--- src/rtl/s27_pkg.sv ---
// Shared types, bit positions and the single-frame s27 next-state/output function.
package s27_pkg;

    typedef enum logic [1:0] {
        IDLE = 2'd0,
        RUN  = 2'd1,
        DONE = 2'd2
    } fsm_state_t;

    localparam int unsigned G0_BIT = 0;
    localparam int unsigned G1_BIT = 1;
    localparam int unsigned G2_BIT = 2;
    localparam int unsigned G3_BIT = 3;

    localparam int unsigned G5_BIT = 0;
    localparam int unsigned G6_BIT = 1;
    localparam int unsigned G7_BIT = 2;

    // Returns {g17, next_state[2:0]} for one frame of one s27 instance.
    function automatic logic [3:0] s27_step(input logic [3:0] inputs, input logic [2:0] state);
        logic       a;
        logic       b;
        logic       n10;
        logic       g17;
        logic [2:0] nxt;
        a   = ~inputs[G1_BIT] & inputs[G3_BIT] & ~state[G7_BIT];
        b   = state[G6_BIT] & ~inputs[G0_BIT];
        n10 = ~a & ~b;
        g17 = state[G5_BIT] | n10;
        nxt[G5_BIT] = inputs[G0_BIT] & (state[G5_BIT] | ~a);
        nxt[G6_BIT] = ~g17;
        nxt[G7_BIT] = ~inputs[G2_BIT] & (inputs[G1_BIT] | state[G7_BIT]);
        return {g17, nxt};
    endfunction

endpackage

--- src/rtl/s27_frame_core.sv ---
// Combinational evaluator for one frame of one s27 lane.
module s27_frame_core (
    input  logic [3:0] frame_in,
    input  logic [2:0] state_in,
    output logic       g17,
    output logic [2:0] state_next
);
    import s27_pkg::*;

    assign {g17, state_next} = s27_step(frame_in, state_in);

endmodule

--- src/rtl/s27_frame_engine.sv ---
// Steps LANES s27 instances through a FRAMES-long job, one frame per clock,
// returning the G17 trace and final state over valid/ready.
module s27_frame_engine #(
    parameter int unsigned FRAMES = 4,
    parameter int unsigned LANES  = 1
) (
    input  logic                       clk,
    input  logic                       rst,
    input  logic                       in_valid,
    output logic                       in_ready,
    input  logic [LANES*FRAMES*4-1:0]  in_frames,
    input  logic [LANES*3-1:0]         in_state,
    input  logic                       in_keep,
    output logic                       out_valid,
    input  logic                       out_ready,
    output logic [LANES*FRAMES-1:0]    out_g17,
    output logic [LANES*3-1:0]         out_state
);
    import s27_pkg::*;

    localparam int unsigned KW = (FRAMES > 1) ? $clog2(FRAMES) : 1;
    localparam int unsigned FW = LANES * FRAMES * 4;
    localparam int unsigned SW = LANES * 3;
    localparam int unsigned GW = LANES * FRAMES;

    fsm_state_t     state_q;
    fsm_state_t     state_d;
    logic [FW-1:0]  frames_q;
    logic [SW-1:0]  work_q;
    logic [SW-1:0]  work_next;
    logic [SW-1:0]  retained_q;
    logic [GW-1:0]  g17_q;
    logic [KW-1:0]  k_q;
    logic [LANES-1:0] lane_g17;
    logic           last_frame;

    // With FRAMES=1 the counter never leaves 0, so this is constantly true.
    assign last_frame = (k_q == KW'(FRAMES - 1));

    for (genvar l = 0; l < LANES; l++) begin : g_lane
        logic [FRAMES*4-1:0] lane_frames;
        logic [3:0]          lane_in;

        assign lane_frames = frames_q[l*FRAMES*4 +: FRAMES*4];

        always_comb begin
            lane_in = '0;
            for (int f = 0; f < FRAMES; f++) begin
                if (k_q == KW'(f)) lane_in = lane_frames[f*4 +: 4];
            end
        end

        s27_frame_core u_core (
            .frame_in   (lane_in),
            .state_in   (work_q[l*3 +: 3]),
            .g17        (lane_g17[l]),
            .state_next (work_next[l*3 +: 3])
        );
    end

    always_ff @(posedge clk or posedge rst) begin
        if (rst) state_q <= IDLE;
        else     state_q <= state_d;
    end

    always_comb begin
        state_d = state_q;
        case (state_q)
            IDLE:    if (in_valid)   state_d = RUN;
            RUN:     if (last_frame) state_d = DONE;
            DONE:    if (out_ready)  state_d = IDLE;
            default: state_d = IDLE;
        endcase
    end

    always_comb begin
        in_ready  = 1'b0;
        out_valid = 1'b0;
        case (state_q)
            IDLE:    in_ready  = 1'b1;
            DONE:    out_valid = 1'b1;
            default: ;
        endcase
    end

    // Job datapath: latch on accept, step per RUN cycle, freeze in DONE.
    always_ff @(posedge clk or posedge rst) begin
        if (rst) begin
            frames_q   <= '0;
            work_q     <= '0;
            retained_q <= '0;
            g17_q      <= '0;
            k_q        <= '0;
        end else begin
            case (state_q)
                IDLE: begin
                    if (in_valid) begin
                        frames_q <= in_frames;
                        work_q   <= in_keep ? retained_q : in_state;
                        g17_q    <= '0;
                        k_q      <= '0;
                    end
                end
                RUN: begin
                    work_q <= work_next;
                    for (int l = 0; l < LANES; l++) begin
                        for (int f = 0; f < FRAMES; f++) begin
                            if (k_q == KW'(f)) g17_q[l*FRAMES + f] <= lane_g17[l];
                        end
                    end
                    if (last_frame) begin
                        retained_q <= work_next;
                        k_q        <= '0;
                    end else begin
                        k_q <= k_q + KW'(1);
                    end
                end
                default: ;
            endcase
        end
    end

    assign out_g17   = g17_q;
    assign out_state = retained_q;

endmodule

--- config.mk ---
export PLATFORM = sky130hd
export DESIGN_NAME = s27_frame_engine
export DESIGN_NICKNAME = d
export VERILOG_FILES = /design/src/rtl/s27_pkg.sv /design/src/rtl/s27_frame_core.sv /design/src/rtl/s27_frame_engine.sv
export SDC_FILE = /design/constraint.sdc
export NUM_CORES = 1
export LEC_CHECK = 0
export ABC_AREA = 1
export BUFFER_PORTS_ARGS = -buffer_cell sky130_fd_sc_hd__buf_2
export CAP_MARGIN = 10
export CORE_MARGIN = 8
export CORE_UTILIZATION = 57
export DETAILED_ROUTE_END_ITERATION = 7
export GPL_TIMING_DRIVEN = 1
export PLACE_DENSITY = 0.8
export SKIP_LAST_GASP = 1
export SLEW_MARGIN = 40
export SYNTH_ARGS = -nofsm -noshare
export SYNTH_HDL_FRONTEND = slang
export SYNTH_SLANG_ARGS = --single-unit
--- constraint.sdc ---
create_clock -name clk -period 2.63 [get_ports clk]
set_clock_uncertainty 0.05 [all_clocks]
set_input_delay 0.1315 -clock clk [delete_from_list [all_inputs] [get_ports clk]]
set_output_delay 0.1315 -clock clk [all_outputs]
set_load 0.01 [all_outputs]
Word level (Yosys, flattened, before mapping)
Index checks and enable logic that the tools add are counted.
{ "totals": {"register_bits": 30, "latch_bits": 0, "ramBits": 0, "mem_bits_ro": 0, "in_bits": 24, "out_inout_bits": 9, "elab_cells": 70, "n_memories": 0} }
{ "classes": {"addsub": 1, "n_mul": 0, "div": 0, "n_lt_le_gt_ge": 0, "eq_ne": 11, "shift": 0, "n_mux": 22, "bitwise_logic": 16, "reduce_logical": 11} }
{ "op_table": {"columns": ["cell", "n"], "rows": [
  ["4-bit 2-to-1 mux", 5],
  ["3-bit AND reduction", 5],
  ["2-bit inequality test, second input constant", 6],
  ["2-bit 2-to-1 mux", 5],
  ["4-bit case mux with 2 select lines", 1],
  ["1-bit NOT", 7],
  ["1-bit bitwise AND", 6],
  ["2-bit == test, second input constant", 3],
  ["1-bit 2-to-1 mux", 6],
  ["3-bit 2-to-1 mux", 2],
  ["2-bit case mux with 3 select lines", 1],
  ["3-bit case mux with 2 select lines", 1],
  ["2-bit AND reduction", 3],
  ["2-bit by 1-bit == test with 1-bit output, second input constant", 2],
  ["2-bit logical NOT", 2],
  ["2-bit case mux with 2 select lines", 1],
  ["1-bit bitwise OR", 3],
  ["2-bit by 1-bit adder with 2-bit output, second input constant", 1],
  ["2-bit nonzero test", 1]
]} }

Longest topological paths before layout
{ "depth": {"ltp_word": 13, "mapped_depth": 10, "ltp_nobuf": 10} }

Modules after synthesis
Synthesis repeated with hierarchy kept, for this count alone.
{ "unflattened": {"hier_cells": 209, "area_unflattened_um2": 1601.5} }
{ "modules_own_cells": {"columns": ["mod", "instances", "cells_each", "area_each_um2", "seq_area_each_um2"], "rows": [
  ["s27_frame_engine", 1, 195, 1540.2, 750.7],
  ["s27_frame_core", 1, 14, 61.3, 0.0]
]} }

Worst setup path before layout
OpenSTA, ideal clock, no wires.
{ "synth_path": {"path_kind": "reg2reg", "start": "register k_q[0]", "end": "register work_q[0]", "setup_ps": 124, "arrival_time_ps": 1308, "t_required_ps": 2456, "setup_slack_ps": 1149, "stages_incl_launch_ff": 10, "path_buffers": 1, "synth_period_minus_slack_ps": 1481, "path_cell_list": "dfrtp_1 inv_1 ha_1 buf_6 a21oi_1 nand2_1 a21oi_2 nand2_2 nand2_1 o21ai_1"} }
{ "synth_between": {"elab_chain_cells": 12, "elab_cells_between_ends": 15, "classes_between": "eq/ne: 3; mux: 5; bitwise: 6; reduce/logical: 1"} }
{ "synth_lines": {"columns": ["item", "line_no", "source"], "rows": [
  ["start: declaration", "s27_frame_engine.sv:33", "logic [KW-1:0] k_q;"],
  ["start signal: assignment", "s27_frame_engine.sv:115", "k_q <= k_q + KW'(1);"],
  ["2-bit logical NOT", "s27_frame_engine.sv:49", "if (k_q == KW'(f)) lane_in = lane_frames[f*4 +: 4];"],
  ["4-bit 2-to-1 mux (3 in series)", "s27_frame_engine.sv:49", null],
  ["4-bit 2-to-1 mux *", "s27_frame_engine.sv:49", null],
  ["1-bit NOT", "s27_pkg.sv:26", "a = ~inputs[G1_BIT] & inputs[G3_BIT] & ~state[G7_BIT];"],
  ["1-bit bitwise AND (2 in series)", "s27_pkg.sv:26", null],
  ["1-bit NOT", "s27_pkg.sv:30", "nxt[G5_BIT] = inputs[G0_BIT] & (state[G5_BIT] | ~a);"],
  ["1-bit bitwise OR", "s27_pkg.sv:30", null],
  ["1-bit bitwise AND *", "s27_pkg.sv:30", null],
  ["3-bit case mux with 2 select lines *", "s27_frame_engine.sv:95", "case (state_q)"],
  ["end signal: assignment", "s27_frame_engine.sv:99", "work_q <= in_keep ? retained_q : in_state;"],
  ["end signal: assignment", "s27_frame_engine.sv:105", "work_q <= work_next;"],
  ["end: declaration", "s27_frame_engine.sv:29", "logic [SW-1:0] work_q;"]
]} }
Mark *: on every way between the ends. The rest lies on a longest branch, timed or not.
A chain may end at the register's enable or synchronous reset.

Worst setup path after layout
Same ends and word-level chain as after synthesis.

==> qor.csv <==
metric,value,unit
outcome,"complete, no violations",
syn nets,216,
"Slowest-stage cell, CP",dfrtp_1,
Antenna diodes,0,
Mapped Cells,188,
TritonCTS clock tree,yes,
Worst EP required,2.80,ns
CP endpoint kind,flip-flop,
Netlist Area Pre-Place,1541,um^2
synth unique cells,27,
post-cts resize count,0,
drc violations,0,
max capacitance violation total,0,
Crit Path Max Fanout,8,
GR Overflow Total,0,
synth warn,0,
Fin Setup TNS,0,ns
die width,68.01,um
# setup viols final,0,
RSZ-0062 raised after global routing,false,
Hold Crit Class,input port to flip-flop,
crit-path max cell delay,0.42,ns
vias per cell,5.207,
Placer Congestion,0.9438,
share of layout cells above drive strength 1,24.27,%
Setup CP Type,flip-flop to flip-flop,
First DRT Iteration DRCs,121,
Synth Flop Type,dfrtp_1,
fin crit share,63.67,%
Worst Hold Launch,in_state[1],
1st-pass router iterations,4,
H-tree levels,2,
WL/cell,13.34,um
GR Util All Layers,17.80,%
largest net degree at the start of global routing,31,
Slew @ Worst Pin,0.4216,ns
crit path DAT,1.84,ns
internal power,0.001212,W
Initial Utilization,57.89,%
antenna violations before repair,0,
VDD IR-drop max,776.9,uV
Die H,68.01,um
"Avg Cell Area, Syn",8.199,um^2
Rel. slew slack,71.79,%
vias in the first global route,1428,
Final Hold Viols,0,
"FF+latch count, synth",30,
Power Dens Cells,1140,nW/um^2
Core Footprint,2663,um^2
"most used cell, CP",nand2_1,
Comb pwr share,51.3,%
Post-DRT Antenna Nets,0,
Synth area leader,dfrtp_1,
Leakage,1.056,nW
Row Count,19,
filler cell count,210,
Hold Buf Count CTS,18,
final WL,3.602,mm
routed vias,1406,
# nets final,268,
main area contributors after synthesis,"dfrtp_1 (49%), nand2_1 (19%), a21oi_1 (3.6%)",
number of flops mapped to enable cells by yosys,0,
net load switching power,0.0009967,W
clock latency at the later pin of the worst-skew pair,0.33,ns
Pins Over Slew Limit,0,
crit path cell chain,inv_1 -> ha_1 -> a21oi_1 -> nand2_1 -> a21oi_2 -> nand2_2 -> nand2_1 -> o21ai_1,
Buffers on Ports,32,
"count leader, synth",nand2_1,
I/O pin cnt,33,
clk root buf,clkbuf_4,
first-pass GRT wire length,6.237,mm
Syn-to-layout area delta,25.73,%
Flop pwr share,36.9,%
Yosys top cell area share,48.70,%
Num CTS Buffers,5,
Post-CTS Setup Repair Bufs,0,
HPWL Detailed,2.527,mm
crit path from,k_q[0],
Clock Power Share,11.8,%
Hold Slack,0.1338,ns
Synth async-reset ratio,100.0,%
CP Launch Type,flip-flop,
Die ar.,4625,um^2
Post-synth top cells,"nand2_1 (76), dfrtp_1 (30), inv_1 (14)",
CTS max path bufs,2,
Worst R2R Start,k_q[0],
Max Fclk,0.5972,GHz
post-synthesis sequential area ratio,48.70,%
Worst-path clk slew,0.09,ns
Tmin final,1.675,ns
Switching Share,45.13,%
Clock Sinks,30,
worst paths after layout:
kind                                 to  slack, ns  depth (start not counted)
setup / recovery              work_q[0]       0.96                          8
min in group asynchronous  out_state[0]       0.37                          4
hold / removal                work_q[1]       0.13                          5
setup reg to reg              work_q[0]       0.96                          8
hold reg to reg            frames_q[15]       0.43                          2
max in group asynchronous     work_q[2]       1.88                          4
metrics by stage:
stage / util, % / cell area, um^2 / total power, W / std cells / worst slack (ns)
floorplan: - / 1541 / 0.001652 / 188 / 1.149
global placement: 64.10 / 1707 / 0.001868 / 246 / 1.073
detailed placement: 64.10 / 1707 / 0.001920 / 246 / 0.9775
CTS: 72.79 / 1938 / 0.002204 / 270 / 0.9756
global route: 72.79 / 1938 / 0.002414 / 270 / 0.7910
finish: 72.79 / 1938 / 0.002209 / 270 / 0.9555
registers in the layout, summed over array words and instances, names as in the netlist:
signal and count:
work_q 3, out_g17 4, state_q 2, k_q 2
frames_q 16, out_state 3
critical path, delay by kind of cell (launching register included):
family                   cells  cell delay [ns]
AO/OA/AOI/OAI                3             0.40
adder cells (fa/ha/maj)      1             0.31
buffers and inverters        1             0.09
flip-flops                   1             0.42
AND/OR/NAND/NOR              3             0.31
kinds of logic (layout without fill, tap and decap cells):
kind of cell / count (synthesis) / count (layout) / share of synthesized area, %
fa+ha+maj: 4 / 4 / 3.247
simple gates: 97 / 97 / 28.57
mux: 1 / 1 / 0.6494
compound gates: 29 / 29 / 11.04
buf+inv: 27 / 78 / 7.792
flops: 30 / 30 / 48.70
cells in the final DEF (no fill, tap or decap), types with 5 or more instances in the layout:
cell           netlist  final
buf_2                3     32
nand2_1             76     76
inv_2                7      7
inv_1               14     14
clkbuf_4             0      5
o21ai_1              5      5
nand3_1              7      7
o21ai_0              5      5
dlygate4sd3_1        0     18
a21oi_1             11     11
dfrtp_1             30     30
metal layers:
metal  share of wire [%]  wire length (um)  up-vias  global-route usage, %
met5                   0                 0        -                      0
met4                 2.8               100        0                  7.673
met3                 8.4               302       15                  7.856
met2                  47              1686       55                  27.67
met1                  42              1514      638                  20.98
li1                    -                 -      698                      -
area by class of cell:
class	instances	area [um^2]	area share [%]
Tap cell	31	38.79	2.001
Inverter	21	78.83	4.067
Timing Repair Buffer	51	347.8	17.95
Clock buffer	6	51.30	2.647
Sequential cell	30	750.7	38.73
Multi-Input combinational cell	131	670.6	34.60
power groups by stage:
stage | combinational (W) | clock (W) | sequential [W]
after CTS | 0.00112 | 0.000267 | 0.000813
after floorplan | 0.000840 | 0 | 0.000812
after global routing | 0.00129 | 0.000292 | 0.000838
final | 0.00113 | 0.000260 | 0.000816
after detailed placement | 0.00110 | 0 | 0.000823
after global placement | 0.00105 | 0 | 0.000817
No activity file was read; power rests on OpenSTA's default activity.
